File: config.mk
export PLATFORM = sky130hd
export DESIGN_NAME = code_ram_arbiter_flat
export DESIGN_NICKNAME = d
export VERILOG_FILES = /design/src/rtl/code_ram_arbiter_pkg.sv /design/src/rtl/code_ram_arbiter_if.sv /design/src/rtl/code_ram_arbiter.sv /design/src/flat_wrapper.sv
export SDC_FILE = /design/constraint.sdc
export NUM_CORES = 1
export LEC_CHECK = 0
export BUFFER_PORTS_ARGS = -buffer_cell sky130_fd_sc_hd__clkbuf_2
export CAP_MARGIN = 0
export CORE_AREA = 2 2 100 102
export DETAILED_ROUTE_END_ITERATION = 16
export DIE_AREA = 0 0 102 104
export PLACE_DENSITY = 0.56
export SLEW_MARGIN = 20
export SYNTH_ARGS = -nofsm -noshare
export SYNTH_HDL_FRONTEND = slang
export SYNTH_SLANG_ARGS = --single-unit
File: constraint.sdc
create_clock -name clk -period 4.3 [get_ports clk]
set_input_delay 0.645 -clock clk [delete_from_list [all_inputs] [get_ports clk]]
set_output_delay 0.645 -clock clk [all_outputs]
set_load 0.02 [all_outputs]
File: src/rtl/code_ram_arbiter_pkg.sv
// Shared types and constants for the code RAM arbiter: master identifiers
// and the default code RAM word-address width.
package code_ram_arbiter_pkg;

  localparam int CODE_RAM_ADDR_W = 12;

  typedef enum logic [1:0] {
    CR_MASTER_NONE  = 2'd0,
    CR_MASTER_INSTR = 2'd1,
    CR_MASTER_DATA  = 2'd2
  } code_ram_master_t;

  function automatic code_ram_master_t cr_other(input code_ram_master_t m);
    return (m == CR_MASTER_INSTR) ? CR_MASTER_DATA : CR_MASTER_INSTR;
  endfunction

endpackage

File: src/rtl/code_ram_arbiter_if.sv
// Bundle of the two core bus ports and the code RAM macro port seen by the
// arbiter. The master modport is the environment (cores plus RAM macro).
interface code_ram_arbiter_if #(
  parameter int ADDR_W = code_ram_arbiter_pkg::CODE_RAM_ADDR_W
);
  // Handshake: a master raises xxx_req and holds it, with its address/write
  // fields stable, until the cycle xxx_gnt is high; that cycle is the
  // transfer. xxx_rvalid is high exactly one cycle later (reads and writes).
  logic              instr_req;
  logic              instr_gnt;
  logic [31:0]       instr_addr;
  logic              instr_rvalid;
  logic [31:0]       instr_rdata;

  logic              data_req;
  logic              data_gnt;
  logic [31:0]       data_addr;
  logic              data_we;
  logic [3:0]        data_be;
  logic [31:0]       data_wdata;
  logic              data_rvalid;
  logic [31:0]       data_rdata;

  logic              ram_req;
  logic              ram_we;
  logic [3:0]        ram_be;
  logic [ADDR_W-1:0] ram_addr;
  logic [31:0]       ram_wdata;
  logic [31:0]       ram_rdata;

  modport master (
    output instr_req, instr_addr,
    output data_req, data_addr, data_we, data_be, data_wdata,
    output ram_rdata,
    input  instr_gnt, instr_rvalid, instr_rdata,
    input  data_gnt, data_rvalid, data_rdata,
    input  ram_req, ram_we, ram_be, ram_addr, ram_wdata
  );

  modport slave (
    input  instr_req, instr_addr,
    input  data_req, data_addr, data_we, data_be, data_wdata,
    input  ram_rdata,
    output instr_gnt, instr_rvalid, instr_rdata,
    output data_gnt, data_rvalid, data_rdata,
    output ram_req, ram_we, ram_be, ram_addr, ram_wdata
  );

endinterface

File: src/rtl/code_ram_arbiter.sv
// Arbitrates the single-port code RAM between the instruction and data buses
// with bounded-streak round-robin and a registered responder tag.
module code_ram_arbiter
  import code_ram_arbiter_pkg::*;
#(
  parameter int ADDR_W    = CODE_RAM_ADDR_W,
  parameter int MAX_BURST = 4
) (
  input  logic                           clk,
  input  logic                           rst,
  code_ram_arbiter_if.slave              bus,
  output code_ram_master_t               dbg_last_master_o,
  output logic [$clog2(MAX_BURST+1)-1:0] dbg_streak_o,
  output code_ram_master_t               dbg_responding_o
);

  localparam int SW = $clog2(MAX_BURST + 1);
  localparam logic [SW-1:0] MAX_S = SW'(MAX_BURST);

  code_ram_master_t last_master_q, last_master_d;
  logic [SW-1:0]    streak_q, streak_d;
  code_ram_master_t responding_q, responding_d;
  code_ram_master_t winner;

  // Byte-offset and out-of-range address bits are intentionally dropped.
  logic unused_addr_bits;
  assign unused_addr_bits = ^{bus.instr_addr[31:ADDR_W+2], bus.instr_addr[1:0],
                              bus.data_addr[31:ADDR_W+2], bus.data_addr[1:0]};

  always_comb begin
    winner        = CR_MASTER_NONE;
    last_master_d = last_master_q;
    streak_d      = streak_q;
    bus.instr_gnt = 1'b0;
    bus.data_gnt  = 1'b0;
    bus.ram_req   = 1'b0;
    bus.ram_we    = 1'b0;
    bus.ram_be    = 4'h0;
    bus.ram_addr  = '0;
    bus.ram_wdata = 32'h0;

    if (!rst) begin
      unique case ({bus.instr_req, bus.data_req})
        2'b10:   winner = CR_MASTER_INSTR;
        2'b01:   winner = CR_MASTER_DATA;
        // streak == 0 only after reset: the non-last master (INSTR) goes first.
        2'b11:   winner = (streak_q != '0 && streak_q != MAX_S) ? last_master_q
                                                                : cr_other(last_master_q);
        default: winner = CR_MASTER_NONE;
      endcase
    end

    if (winner == CR_MASTER_INSTR) begin
      bus.instr_gnt = 1'b1;
      bus.ram_req   = 1'b1;
      bus.ram_be    = 4'hF;
      bus.ram_addr  = bus.instr_addr[ADDR_W+1:2];
    end else if (winner == CR_MASTER_DATA) begin
      bus.data_gnt  = 1'b1;
      bus.ram_req   = 1'b1;
      bus.ram_we    = bus.data_we;
      bus.ram_be    = bus.data_be;
      bus.ram_addr  = bus.data_addr[ADDR_W+1:2];
      bus.ram_wdata = bus.data_wdata;
    end

    if (winner != CR_MASTER_NONE) begin
      if (winner == last_master_q) begin
        streak_d = (streak_q == MAX_S) ? MAX_S : streak_q + SW'(1);
      end else begin
        last_master_d = winner;
        streak_d      = SW'(1);
      end
    end
    responding_d = winner;
  end

  always_ff @(posedge clk) begin
    if (rst) begin
      last_master_q <= CR_MASTER_DATA;
      streak_q      <= '0;
      responding_q  <= CR_MASTER_NONE;
    end else begin
      last_master_q <= last_master_d;
      streak_q      <= streak_d;
      responding_q  <= responding_d;
    end
  end

  // A response owed from the cycle before reset is discarded.
  assign bus.instr_rvalid = !rst && (responding_q == CR_MASTER_INSTR);
  assign bus.data_rvalid  = !rst && (responding_q == CR_MASTER_DATA);
  assign bus.instr_rdata  = bus.ram_rdata;
  assign bus.data_rdata   = bus.ram_rdata;

  assign dbg_last_master_o = last_master_q;
  assign dbg_streak_o      = streak_q;
  assign dbg_responding_o  = responding_q;

endmodule

File: src/flat_wrapper.sv
// flat-port wrapper written by rule: the top's interface ports become plain ports
module code_ram_arbiter_flat import code_ram_arbiter_pkg::*;
#(
  parameter int ADDR_W    = CODE_RAM_ADDR_W,
  parameter int MAX_BURST = 4
)
  (clk, rst, dbg_last_master_o, dbg_streak_o, dbg_responding_o, bus_instr_req, bus_instr_addr, bus_data_req, bus_data_addr, bus_data_we, bus_data_be, bus_data_wdata, bus_ram_rdata, bus_instr_gnt, bus_instr_rvalid, bus_instr_rdata, bus_data_gnt, bus_data_rvalid, bus_data_rdata, bus_ram_req, bus_ram_we, bus_ram_be, bus_ram_addr, bus_ram_wdata);
  code_ram_arbiter_if #(.ADDR_W(ADDR_W)) bus_i ();
  input  logic clk;
  input  logic rst;
  output code_ram_master_t dbg_last_master_o;
  output logic [$clog2(MAX_BURST+1)-1:0] dbg_streak_o;
  output code_ram_master_t dbg_responding_o;
  input wire logic [$bits(bus_i.instr_req)-1:0] bus_instr_req;
  input wire logic [$bits(bus_i.instr_addr)-1:0] bus_instr_addr;
  input wire logic [$bits(bus_i.data_req)-1:0] bus_data_req;
  input wire logic [$bits(bus_i.data_addr)-1:0] bus_data_addr;
  input wire logic [$bits(bus_i.data_we)-1:0] bus_data_we;
  input wire logic [$bits(bus_i.data_be)-1:0] bus_data_be;
  input wire logic [$bits(bus_i.data_wdata)-1:0] bus_data_wdata;
  input wire logic [$bits(bus_i.ram_rdata)-1:0] bus_ram_rdata;
  output wire logic [$bits(bus_i.instr_gnt)-1:0] bus_instr_gnt;
  output wire logic [$bits(bus_i.instr_rvalid)-1:0] bus_instr_rvalid;
  output wire logic [$bits(bus_i.instr_rdata)-1:0] bus_instr_rdata;
  output wire logic [$bits(bus_i.data_gnt)-1:0] bus_data_gnt;
  output wire logic [$bits(bus_i.data_rvalid)-1:0] bus_data_rvalid;
  output wire logic [$bits(bus_i.data_rdata)-1:0] bus_data_rdata;
  output wire logic [$bits(bus_i.ram_req)-1:0] bus_ram_req;
  output wire logic [$bits(bus_i.ram_we)-1:0] bus_ram_we;
  output wire logic [$bits(bus_i.ram_be)-1:0] bus_ram_be;
  output wire logic [$bits(bus_i.ram_addr)-1:0] bus_ram_addr;
  output wire logic [$bits(bus_i.ram_wdata)-1:0] bus_ram_wdata;
  assign bus_i.instr_req = bus_instr_req;
  assign bus_i.instr_addr = bus_instr_addr;
  assign bus_i.data_req = bus_data_req;
  assign bus_i.data_addr = bus_data_addr;
  assign bus_i.data_we = bus_data_we;
  assign bus_i.data_be = bus_data_be;
  assign bus_i.data_wdata = bus_data_wdata;
  assign bus_i.ram_rdata = bus_ram_rdata;
  assign bus_instr_gnt = bus_i.instr_gnt;
  assign bus_instr_rvalid = bus_i.instr_rvalid;
  assign bus_instr_rdata = bus_i.instr_rdata;
  assign bus_data_gnt = bus_i.data_gnt;
  assign bus_data_rvalid = bus_i.data_rvalid;
  assign bus_data_rdata = bus_i.data_rdata;
  assign bus_ram_req = bus_i.ram_req;
  assign bus_ram_we = bus_i.ram_we;
  assign bus_ram_be = bus_i.ram_be;
  assign bus_ram_addr = bus_i.ram_addr;
  assign bus_ram_wdata = bus_i.ram_wdata;
  code_ram_arbiter #(.ADDR_W(ADDR_W), .MAX_BURST(MAX_BURST)) u_core (.clk(clk), .rst(rst), .bus(bus_i), .dbg_last_master_o(dbg_last_master_o), .dbg_streak_o(dbg_streak_o), .dbg_responding_o(dbg_responding_o));
endmodule
# Yosys cells after proc, flatten, opt, wreduce, memory -nomap -nowiden
# Cells that the tools add are included.
# op_classes
n_addsub,1
n_reduce_logical,7
n_div,0
n_shift,0
n_mul,0
n_eq_ne,11
magnitude_cmp,0
n_mux,18
bitwise,1
# op_table
operator,n
$mux W32,2
$mux W12,2
$eq A2 B1 Y1 const B,4
$eq A2 B2 Y1 const B,4
$mux W4,2
$mux W1,6
$mux W2,3
$mux W3,2
$pmux W2 S3,1
$add A3 B1 Y3 const B,1
$eq A3 B3 Y1 const B,1
$logic_and A1 B1 Y1,3
$ne A3 B3 Y1 const B,1
$reduce_bool A3 Y1,1
$eq A2 B2 Y1,1
$reduce_and A2 Y1,1
$reduce_bool A2 Y1,1
$logic_not A1 Y1,1
$not A1 Y1,1
# totals
word_cells,41
ff_bits,7
latchBits,0
mem_count,0
rom_bits,0
ramBits,0
output_inout_bits,125
input_bits,137

# Longest topological paths before layout
# Gate-level depths: netlist (run 1).
# depth
depth_word,8
mapped_depth,11
depth_no_buf,9

# Worst setup path after synthesis (run 1)
# Ideal clock, no wire load.
# synth_path
path_type,register to output
start,"register u_core.streak_q[0], in the netlist u_core.dbg_streak_o[0]"
end,output port bus_ram_addr[4]
t_arrival_ns,2.414
path_stages_with_launch,12
required_time_ns,3.655
path_buffers,2
setup_slack_ns,1.241
path_cell_list,dfxtp_1 inv_1 ha_1 nand3b_1 o21ai_0 a21bo_2 inv_1 ha_1 clkbuf_1 clkbuf_1 nand2_1 o21ai_0
# synth_between
elab_chain_cells,8
elab_cells_between_ends,10
classes_between,eq/ne (3); mux (5); reduce/logical (2)
# synth_rtl
element,line_no,source
start: declaration,code_ram_arbiter.sv:21,"logic [SW-1:0] streak_q, streak_d;"
start signal: assignment,code_ram_arbiter.sv:85,streak_q <= streak_d;
$ne A3 B3 Y1 / $reduce_bool A3 Y1 (equally long branches),code_ram_arbiter.sv:47,2'b11: winner = (streak_q != '0 && streak_q != MAX_S) ? last_master_q
$logic_and A1 B1 Y1 (*),code_ram_arbiter.sv:47,
$mux W2 (*),code_ram_arbiter.sv:47,
$pmux W2 S3 (*),code_ram_arbiter.sv:43,"unique case ({bus.instr_req, bus.data_req})"
$mux W2 (*),code_ram_arbiter.sv:42,if (!rst) begin
via u_core.responding_d[0],code_ram_arbiter.sv:22,"code_ram_master_t responding_q, responding_d;"
$eq A2 B2 Y1,code_ram_arbiter.sv:58,end else if (winner == CR_MASTER_DATA) begin
$mux W12,code_ram_arbiter.sv:58,
$mux W12 (*),code_ram_arbiter.sv:53,if (winner == CR_MASTER_INSTR) begin
end: declaration,flat_wrapper.sv:31,output wire logic [$bits(bus_i.ram_addr)-1:0] bus_ram_addr;
# The timed path passes the listed nets; every way through them passes the cells marked *.

# Final worst setup path (run 1)
# layout_path
start,"register u_core.streak_q[0], in the netlist u_core.dbg_streak_o[0]"
end,output port bus_ram_wdata[27]
# layout_between
elab_chain_cells,8
elab_cells_between_ends,10
classes_between,eq/ne (3); mux (5); reduce/logical (2)
# layout_rtl
element,line_no,source
$ne A3 B3 Y1 / $reduce_bool A3 Y1 (equally long branches),code_ram_arbiter.sv:47,
$logic_and A1 B1 Y1 (*),code_ram_arbiter.sv:47,
$mux W2 (*),code_ram_arbiter.sv:47,
$pmux W2 S3 (*),code_ram_arbiter.sv:43,
$mux W2 (*),code_ram_arbiter.sv:42,
via u_core.responding_d[1],code_ram_arbiter.sv:22,
$eq A2 B2 Y1,code_ram_arbiter.sv:58,
$mux W32,code_ram_arbiter.sv:58,
$mux W32 (*),code_ram_arbiter.sv:53,
end: declaration,flat_wrapper.sv:32,output wire logic [$bits(bus_i.ram_wdata)-1:0] bus_ram_wdata;
# Marks and branches as above.

==> results of run 1 <==
-- sequential cells by signal, summed over array words and instances (netlist names) --
register                  count
u_core.dbg_responding_o       2
u_core.dbg_streak_o           3
u_core.dbg_last_master_o      2
-- final cells by class --
type	instances	area [µm²]
Timing Repair Buffer	128	648
Clock buffer	4	45.0
Inverter	9	33.8
Multi-Input combinational cell	106	676
Tap cell	133	166
Fill cell	1111	7840
Sequential cell	7	140
-- synth_stat cells --
master and number:
nand2b_1 1, a2111oi_4 1, o21a_2 1, a21bo_2 1, a21oi_1 3, buf_4 64
a22o_1 1, inv_1 9, a311oi_1 1, buf_2 1, clkbuf_1 7, o211ai_1 1
o22ai_1 1, buf_1 1, and2_1 33, o31a_1 1, nor4bb_1 1, dfxtp_1 7
nor3b_1 2, o21ai_0 13, nand3b_1 1, nor2_1 2, and4bb_1 2, nand3_1 3
a21o_1 4, nand2_1 24, o32ai_1 1, ha_1 6, nor2b_1 2
-- worst min-delay path: cells and delay by family (launching register included) --
kind	cells	cell delay (ps)
compound gates	1	80
buf+inv	1	80
flops	1	320
-- power by group --
group | leakage (nW) | total (mW) | internal, mW | switching (mW)
logic | 0.896 | 0.156 | 0.0640 | 0.0917
clock network | 0.0228 | 0.0951 | 0.0643 | 0.0308
registers | 0.0575 | 0.0744 | 0.0695 | 0.00492
-- cell families (layout without fill, tap and decap cells) --
kind of cell	count (synthesis)	in the layout
AOI/OAI and AO/OA	29	29
adders and majority gates	6	6
and+or+nand+nor	71	71
buffers and inverters	82	141
DFF	7	7
-- final timing paths --
| check | to | slack (ps) | cells after the start |
|---|---|---|---|
| setup reg to reg | u_core.dbg_streak_o[2]$_SDFFE_PP0P_ | 2070 | 8 |
| hold / removal | u_core.dbg_streak_o[1]$_SDFFE_PP0P_ | 530 | 2 |
| setup / recovery | bus_ram_wdata[27] | 990 | 12 |
| hold reg to reg | u_core.dbg_streak_o[1]$_SDFFE_PP0P_ | 530 | 2 |
-- stage by stage --
step | cell area [µm²] | cells | total power [mW]
2_1_floorplan | 1370 | 195 | 0.252
3_3_place_gp | 1660 | 383 | 0.231
3_5_place_dp | 1660 | 383 | 0.233
4_1_cts | 1710 | 387 | 0.328
5_1_grt | 1710 | 387 | 0.346
6_report | 1710 | 387 | 0.325
-- layer usage --
| layer | part of all wire [%] | global-route usage (%) | vias up |
|---|---|---|---|
| met4 | 4.8 | 4.19 | 0 |
| li1 | - | - | 675 |
| met2 | 49 | 11.6 | 87 |
| met3 | 12 | 1.68 | 30 |
| met1 | 35 | 6.90 | 592 |
| met5 | 0 | 0 | - |
==> out/metrics.yaml, run 1 <==
grt:
  track_usage_pct: 6.64
  grt_pass1_wl_mm: 5.76
  grt_max_degree: 35
  overflow: 0
  first_global_vias: 1286
  antenna_found_initial: 0
worst_hold_path:
  hold_class: "reg2reg"
  min-delay-start: "u_core.dbg_streak_o[1]$_SDFFE_PP0P_"
finish:
  layout-drive-gt1-share_pct: 52.8
  final_common_cell: "clkbuf_2"
  synthToLayoutAreaGrowth_pct: 25.2
  finalNetCount: 398
  most-common-layout-cells: "clkbuf_2, and2_1, nand2_1"
  diodes: 0
  finalCoreUtilization_pct: 17.9
synthesis:
  yosysSeqAreaShare_pct: 10.3
  synth.avg_cell_area_um2: 7.00
  netlist-cell-type-count: 29
  synth-compound-area-share_pct: 15.0
  yosysTopAreaCell: "buf_4"
  synth_warnings: 0
  ys_seq_elements: 7
  yosys.area_share.simple_pct: 29.0
  synth_area_mm2: 0.00137
  synth_area_leaders: "buf_4, and2_1, dfxtp_1"
  syn_nets: 338
  synth_xor_area_share_pct: 0
  synth.top_cell.area_share_pct: 35.2
  synth_top_family_by_area: "buffers and inverters"
  syn_inst: 195
  yosys.area_share.adder_pct: 5.50
  synth_mux_area_share_pct: 0
detailed_routing:
  num_vias: 1384
  drt_first_iter_violations: 63
  via_per_inst: 3.58
  first_pass_iters: 5
  wire_per_inst_um: 10.2
  antenna_left: 0
  wl_mm: 3.95
  route.detailed.drc: 0
clock_tree:
  cts_hold_buf: 0
  root_buffer: "clkbuf_8"
  clk_latency_ps: 230
  cts_made_buffers: 3
  clk_pin_slew_worst_paths_ps: 40
  htree_levels: 1
  cts_max_path_buffers: 2
  cts_tree: "done"
  cts_resized: 0
  postCtsSetupRepairBufs: 0
  cts_sinks: 7
floorplan:
  die_x_um: 102
  coreArea_mm2: 0.00955
  die_h_um: 104
  design.die.area_mm2: 0.0106
  start_util_pct: 14.3
  ios: 262
  rows: 36
sta:
  worstMarginPinSlew_ps: 515
  fin_tns_setup_ps: 0
  rsz0062_at_grt: "false"
  fin_hold_ws_ps: 532
  period_share_pct: 77.0
  relSlewSlack_pct: 65.2
  period_needed_ps: 3310
  slew_viol_final: 0
  layout_setup_ws_ps: 990
  fmax_ghz: 0.302
  setup_viol: 0
  hold_violations: 0
  clock_skew_ps: 0.657
critical_path:
  path_cells: "inv_1 -> ha_1 -> nand2b_1 -> nand3_1 -> nand3_1 -> inv_1 -> ha_1 -> buf_4 -> nor2b_1 -> buf_4 -> and2_1 -> clkbuf_2"
  end_kind: "output port"
  crit_buf_inv: 5
  required_ps: 3650
  crit_family: "buffers and inverters"
  cp_slowest_cell: "dfxtp_1"
  start_kind: "register"
  cp_max_fo: 34
  cp.arrival_ps: 2670
  crit_start: "u_core.dbg_streak_o[0]$_SDFFE_PP0P_"
  path_class: "reg2out"
  critPathMaxStageDelay_ps: 370
  rr_startpoint: "u_core.dbg_streak_o[0]$_SDFFE_PP0P_"
pwr:
  vdd_ir_drop_max_uv: 71.5
  powerDensity_mw_per_mm2: 190
  p_leak_nw: 0.977
place:
  io_buffer_count: 125
  place_hpwl_mm: 3.29
  gp_congestion: 0.744
  place_ws_ps: 1200
outcome:
  status: "completed"
run:
  cap_violations: 0
Power figures use the tool's default switching activity.
==> run 2: changes to the inputs <==
ABC_AREA = 1   (was default)
CORE_AREA = 2 2 102 104   (was 2 2 100 102)
DIE_AREA = 0 0 104 106   (was 0 0 102 104)
PLACE_DENSITY = 0.57   (was 0.56)
clock period = 2.9 ns   (was 4.3 ns; I/O delays follow)
==> out/metrics.yaml, run 2 <==
synthesis:
  syn_inst: 254
  synthFlopType: "dfxtp_1"
  yosysSeqAreaShare_pct: 9.75
  ys_top_cells_by_count: "nand2_1, buf_4, nor2_1"
  synth.top_cell.area_share_pct: 33.4
  netlist-cell-type-count: 22
  synth_warnings: 0
  synth_area_leaders: "buf_4, nand2_1, nor2_1"
  synth.avg_cell_area_um2: 5.66
  synth_most_common_cell: "nand2_1"
  synth_edf_count: 0
  synth_area_mm2: 0.00144
  ys_seq_elements: 7
  syn_nets: 397
  async_reset_ff_share_pct: 0
  yosysTopAreaCell: "buf_4"
finish:
  final_common_cell: "clkbuf_2"
  largest_reg_flops: 3
  nFillCells: 1175
  finalNetCount: 455
  diodes: 0
  register_area_um2: 140
  most-common-layout-cells: "clkbuf_2, nand2_1, nor2_1"
  multiInputGateArea_um2: 701
  layout-drive-gt1-share_pct: 46.3
  synthToLayoutAreaGrowth_pct: 25.5
  finalCoreUtilization_pct: 18.0
sta:
  clock_skew_ps: 0.630
  period_needed_ps: 2670
  worstMarginPinSlew_ps: 241
  slew_viol_final: 0
  setup_viol: 0
  fin_tns_setup_ps: 0
  rsz0062_at_grt: "false"
  period_share_pct: 92.1
  relSlewSlack_pct: 83.9
  fmax_ghz: 0.375
  hold_violations: 0
critical_path:
  end_kind: "output port"
  cp_max_fo: 13
  rr_startpoint: "u_core.dbg_streak_o[0]$_SDFFE_PP0P_"
  crit_start: "u_core.dbg_streak_o[0]$_SDFFE_PP0P_"
  cp.arrival_ps: 2230
  required_ps: 2470
  path_class: "reg2out"
  start_kind: "register"
pwr:
  power.switching_uw: 217
  p_clk_share_pct: 26.5
  powerDensity_mw_per_mm2: 286
  seqPwrFrac_pct: 21.3
  cell_internal_pwr_uw: 298
  p_leak_nw: 1.12
  power_frac_comb_pct: 52.2
  vdd_ir_drop_max_uv: 298
  p_total_uw: 515
  p_sw_share_pct: 42.1
detailed_routing:
  wire_per_inst_um: 12.2
  first_pass_iters: 4
  antenna_left: 0
  num_vias: 1596
  route.detailed.drc: 0
  via_per_inst: 3.57
  drt_first_iter_violations: 91
  wl_mm: 5.45
place:
  place_hpwl_mm: 4.69
  io_buffer_count: 125
  gp_congestion: 0.746
clock_tree:
  clk_latency_ps: 220
  cts_max_path_buffers: 2
  root_buffer: "clkbuf_8"
  cts_sinks: 7
  cts_made_buffers: 3
  htree_levels: 1
  cts_hold_buf: 0
  clk_pin_slew_worst_paths_ps: 40
  cts_tree: "done"
floorplan:
  start_util_pct: 14.4
  rows: 37
  ios: 262
  die_h_um: 106
  die_x_um: 104
  coreArea_mm2: 0.0100
  design.die.area_mm2: 0.0110
grt:
  antenna_found_initial: 0
  grt_max_degree: 50
  track_usage_pct: 9.17
  first_global_vias: 1539
  overflow: 0
  grt_pass1_wl_mm: 8.09
run:
  cap_violations: 0
worst_hold_path:
  min-delay-start: "u_core.dbg_streak_o[1]$_SDFFE_PP0P_"
  hold_class: "reg2reg"
outcome:
  status: "completed"
[run 2: cell types whose count changed in the layout (fill, tap and decap cells not counted), sizes merged, moves of 2 or more]
cell / before / now
a21oi: 3 / 5
nand2: 24 / 83
o21ai: 13 / 3
nor2: 2 / 39
and2: 33 / 0
nor3b: 2 / 0
nand3: 3 / 14
a21o: 4 / 0
and4bb: 2 / 0
inv: 9 / 17
nor2b: 2 / 0
[run 2: routing by layer]
| layer | vias up | track usage (%) | wire, µm |
|---|---|---|---|
| li1 | 813 | - | - |
| met2 | 115 | 17.8 | 2780 |
| met3 | 8 | 5.15 | 757 |
| met4 | 0 | 1.64 | 63 |
| met5 | - | 0 | 0 |
| met1 | 660 | 8.39 | 1850 |
[run 2: metrics by stage]
stage | area [µm²] | cells | hold WS [ps] | worst slack [ps]
2_1_floorplan | 1440 | 254 | 566 | 310
3_5_place_dp | 1760 | 443 | 496 | 391
3_3_place_gp | 1760 | 443 | 495 | 440
6_report | 1800 | 447 | 495 | 230
5_1_grt | 1800 | 447 | 528 | 5.12
4_1_cts | 1800 | 447 | 501 | 132
[run 2: power groups by stage]
| stage | clock [mW] | combinational (mW) | sequential, mW |
|---|---|---|---|
| 6_report | 0.136 | 0.269 | 0.110 |
| 5_1_grt | 0.147 | 0.296 | 0.111 |
| 4_1_cts | 0.142 | 0.272 | 0.110 |
| 3_5_place_dp | 0 | 0.271 | 0.111 |
| 3_3_place_gp | 0 | 0.266 | 0.111 |
| 2_1_floorplan | 0 | 0.278 | 0.118 |
[run 2: timing repair]
action                                  CTS  global route
endpoints found under the setup margin    0             9
buffers inserted                          0             0
resized for setup                         0             2
[run 2: layout make-up]
cell class | count | share of cell area [%]
multi-input combinational | 154 | 38.8
timing repair buffer | 129 | 37.9
tap | 136 | 9.43
sequential | 7 | 7.77
inverter | 17 | 3.54
clock buffer | 4 | 2.50
[run 2: logic make-up (layout without fill, tap and decap cells)]
logic type / after synthesis / in the layout / share of synthesized area (%)
buf+inv: 93 / 150 / 41.9
simple gates: 138 / 138 / 39.2
compound gates: 10 / 10 / 4.00
fa+ha+maj: 6 / 6 / 5.22
flops: 7 / 7 / 9.75
[run 2: path summary, 6_finish.rpt]
path | endpoint | slack (ps) | cells after the start
worst max register to register | u_core.dbg_streak_o[2]$_SDFFE_PP0P_ | 1010 | 11
worst min-delay path | u_core.dbg_streak_o[1]$_SDFFE_PP0P_ | 500 | 2
worst max-delay path | bus_ram_addr[8] | 230 | 13
worst min register to register | u_core.dbg_streak_o[1]$_SDFFE_PP0P_ | 500 | 2
[run 2: worst max-delay path: stages, from the launching register on]
cell and delay, ps:
dfxtp_1 330, inv_1 90, ha_1 200, inv_1 80, a21oi_1 140, nand2_1 100, nand2_2 160, inv_1 70
ha_2 220, inv_2 120, buf_12 150, nand3_1 70, nand2_1 110, clkbuf_2 180
==> run 3: changes to the inputs <==
BUFFER_PORTS_ARGS = default   (was -buffer_cell sky130_fd_sc_hd__clkbuf_2)
CORE_AREA = 2 2 101 103   (was 2 2 102 104)
DIE_AREA = 0 0 103 105   (was 0 0 104 106)
DONT_BUFFER_PORTS = 1   (was default)
PLACE_DENSITY = 0.34   (was 0.57)
==> out/metrics.yaml, run 3 (synthesis gave the netlist of run 2 again) <==
sta:
  rsz0062_at_grt: "false"
  setup_viol: 0
  period_share_pct: 90.4
  slew_viol_final: 0
  hold_violations: 0
  period_needed_ps: 2620
  clock_skew_ps: 2.10
  relSlewSlack_pct: 58.7
  fin_tns_setup_ps: 0
  fmax_ghz: 0.382
  worstMarginPinSlew_ps: 615
clock_tree:
  cts_sinks: 7
  cts_max_path_buffers: 2
  cts_resized: 0
  postCtsSetupRepairBufs: 0
  clk_latency_ps: 230
  htree_levels: 1
  root_buffer: "clkbuf_8"
  cts_tree: "done"
  clk_pin_slew_worst_paths_ps: 40
  cts_hold_buf: 0
  cts_made_buffers: 3
grt:
  track_usage_pct: 8.36
  grt_max_degree: 50
  grt_pass1_wl_mm: 6.87
  overflow: 0
  first_global_vias: 1242
  antenna_found_initial: 0
critical_path:
  rr_startpoint: "u_core.dbg_streak_o[0]$_SDFFE_PP0P_"
  cp_max_fo: 49
  path_class: "reg2out"
  cp.arrival_ps: 2190
  start_kind: "register"
  endpoint: "bus_ram_wdata[6]"
  r2r_cells: 11
  reg2reg_slack_ps: 1050
  reg2reg_to: "u_core.dbg_streak_o[2]$_SDFFE_PP0P_"
  crit_start: "u_core.dbg_streak_o[0]$_SDFFE_PP0P_"
  required_ps: 2470
  end_kind: "output port"
place:
  placed_area_mm2: 0.00139
  io_buffer_count: 0
  place_hpwl_mm: 4.35
  gp_congestion: 0.782
detailed_routing:
  drt_first_iter_violations: 23
  first_pass_iters: 4
  wl_mm: 5.06
  num_vias: 1315
  via_per_inst: 3.71
  route.detailed.drc: 0
  antenna_left: 0
  wire_per_inst_um: 14.3
run:
  cap_violations: 0
finish:
  diodes: 0
  largest_reg_flops: 3
  layout-drive-gt1-share_pct: 25.3
  nFillCells: 1151
  finish.instance_area_mm2: 0.00144
  register_area_um2: 140
  multiInputGateArea_um2: 708
  most-common-layout-cells: "nand2_1, buf_4, nor2_1"
  final_common_cell: "nand2_1"
  finalNetCount: 365
  finalCoreUtilization_pct: 15.0
  synthToLayoutAreaGrowth_pct: 0.261
pwr:
  p_sw_share_pct: 43.2
  power.switching_uw: 200
  vdd_ir_drop_max_uv: 258
  p_total_uw: 463
  seqPwrFrac_pct: 25.1
  powerDensity_mw_per_mm2: 321
  power_frac_comb_pct: 45.0
  cell_internal_pwr_uw: 263
  p_leak_nw: 0.758
  p_clk_share_pct: 29.9
floorplan:
  ios: 262
  die_x_um: 103
  design.die.area_mm2: 0.0108
  coreArea_mm2: 0.00964
  start_util_pct: 14.9
  die_h_um: 105
  rows: 36
worst_hold_path:
  hold_class: "in2reg"
outcome:
  status: "completed"
run 3: cell types whose count changed in the layout (fill, tap and decap cells not counted), sizes merged:
cell / delta
clkbuf: -125
buf: +35
run 3: power groups by stage:
stage                     Sequential (mW)  Combinational, mW  Clock, mW
after floorplan                     0.118              0.278          0
after global placement              0.118              0.211          0
after detailed placement            0.118              0.211          0
after CTS                           0.117              0.212      0.142
after global routing                0.117              0.232      0.152
final                               0.116              0.208      0.138
run 3: worst min-delay path by stage:
stage	slack, ps	end	start	cells past startpoint
detailed placement	510	u_core.dbg_streak_o[1]$_SDFFE_PP0P_	rst	1
finish	280	u_core.dbg_streak_o[1]$_SDFFE_PP0P_	rst	1
CTS	280	u_core.dbg_streak_o[1]$_SDFFE_PP0P_	rst	1
floorplan	570	u_core.dbg_streak_o[1]$_SDFFE_PP0P_	u_core.dbg_streak_o[1]$_SDFFE_PP0P_	2
global route	270	u_core.dbg_streak_o[1]$_SDFFE_PP0P_	rst	1
global placement	510	u_core.dbg_streak_o[1]$_SDFFE_PP0P_	rst	1
run 3: worst max-delay path, cell delays in order (launching register included):
cell,delay [ps]
dfxtp_1,310
inv_1,90
ha_1,210
inv_1,90
a21oi_1,130
nand2_1,90
nand2_2,150
ha_2,220
buf_12,210
nand2_1,100
nor2_2,160
buf_4,180
run 3: metal layers:
metal | GRT usage [%] | vias up | share of wire (%) | routed length [µm]
li1 | - | 633 | - | -
met4 | 1.69 | 0 | 1.8 | 89
met2 | 15.2 | 105 | 48 | 2440
met1 | 8.29 | 566 | 36 | 1820
met3 | 4.48 | 11 | 14 | 717
met5 | 0 | - | 0 | 0
run 3: stage by stage:
step / hold slack (ps) / worst slack (ps) / cells
final: 281 / 279 / 354
after global routing: 267 / 7.92 / 354
after CTS: 276 / 117 / 354
after detailed placement: 514 / 372 / 350
after global placement: 509 / 357 / 350
after floorplan: 566 / 310 / 254
run 3: area by class of cell:
| cell class | count | share of cell area (%) |
|---|---|---|
| clock buffers | 4 | 3.13 |
| inverters | 17 | 4.43 |
| flip-flops and latches | 7 | 9.72 |
| well taps | 133 | 11.5 |
| multi-input cells | 154 | 49.1 |
| repair buffers | 39 | 22.0 |
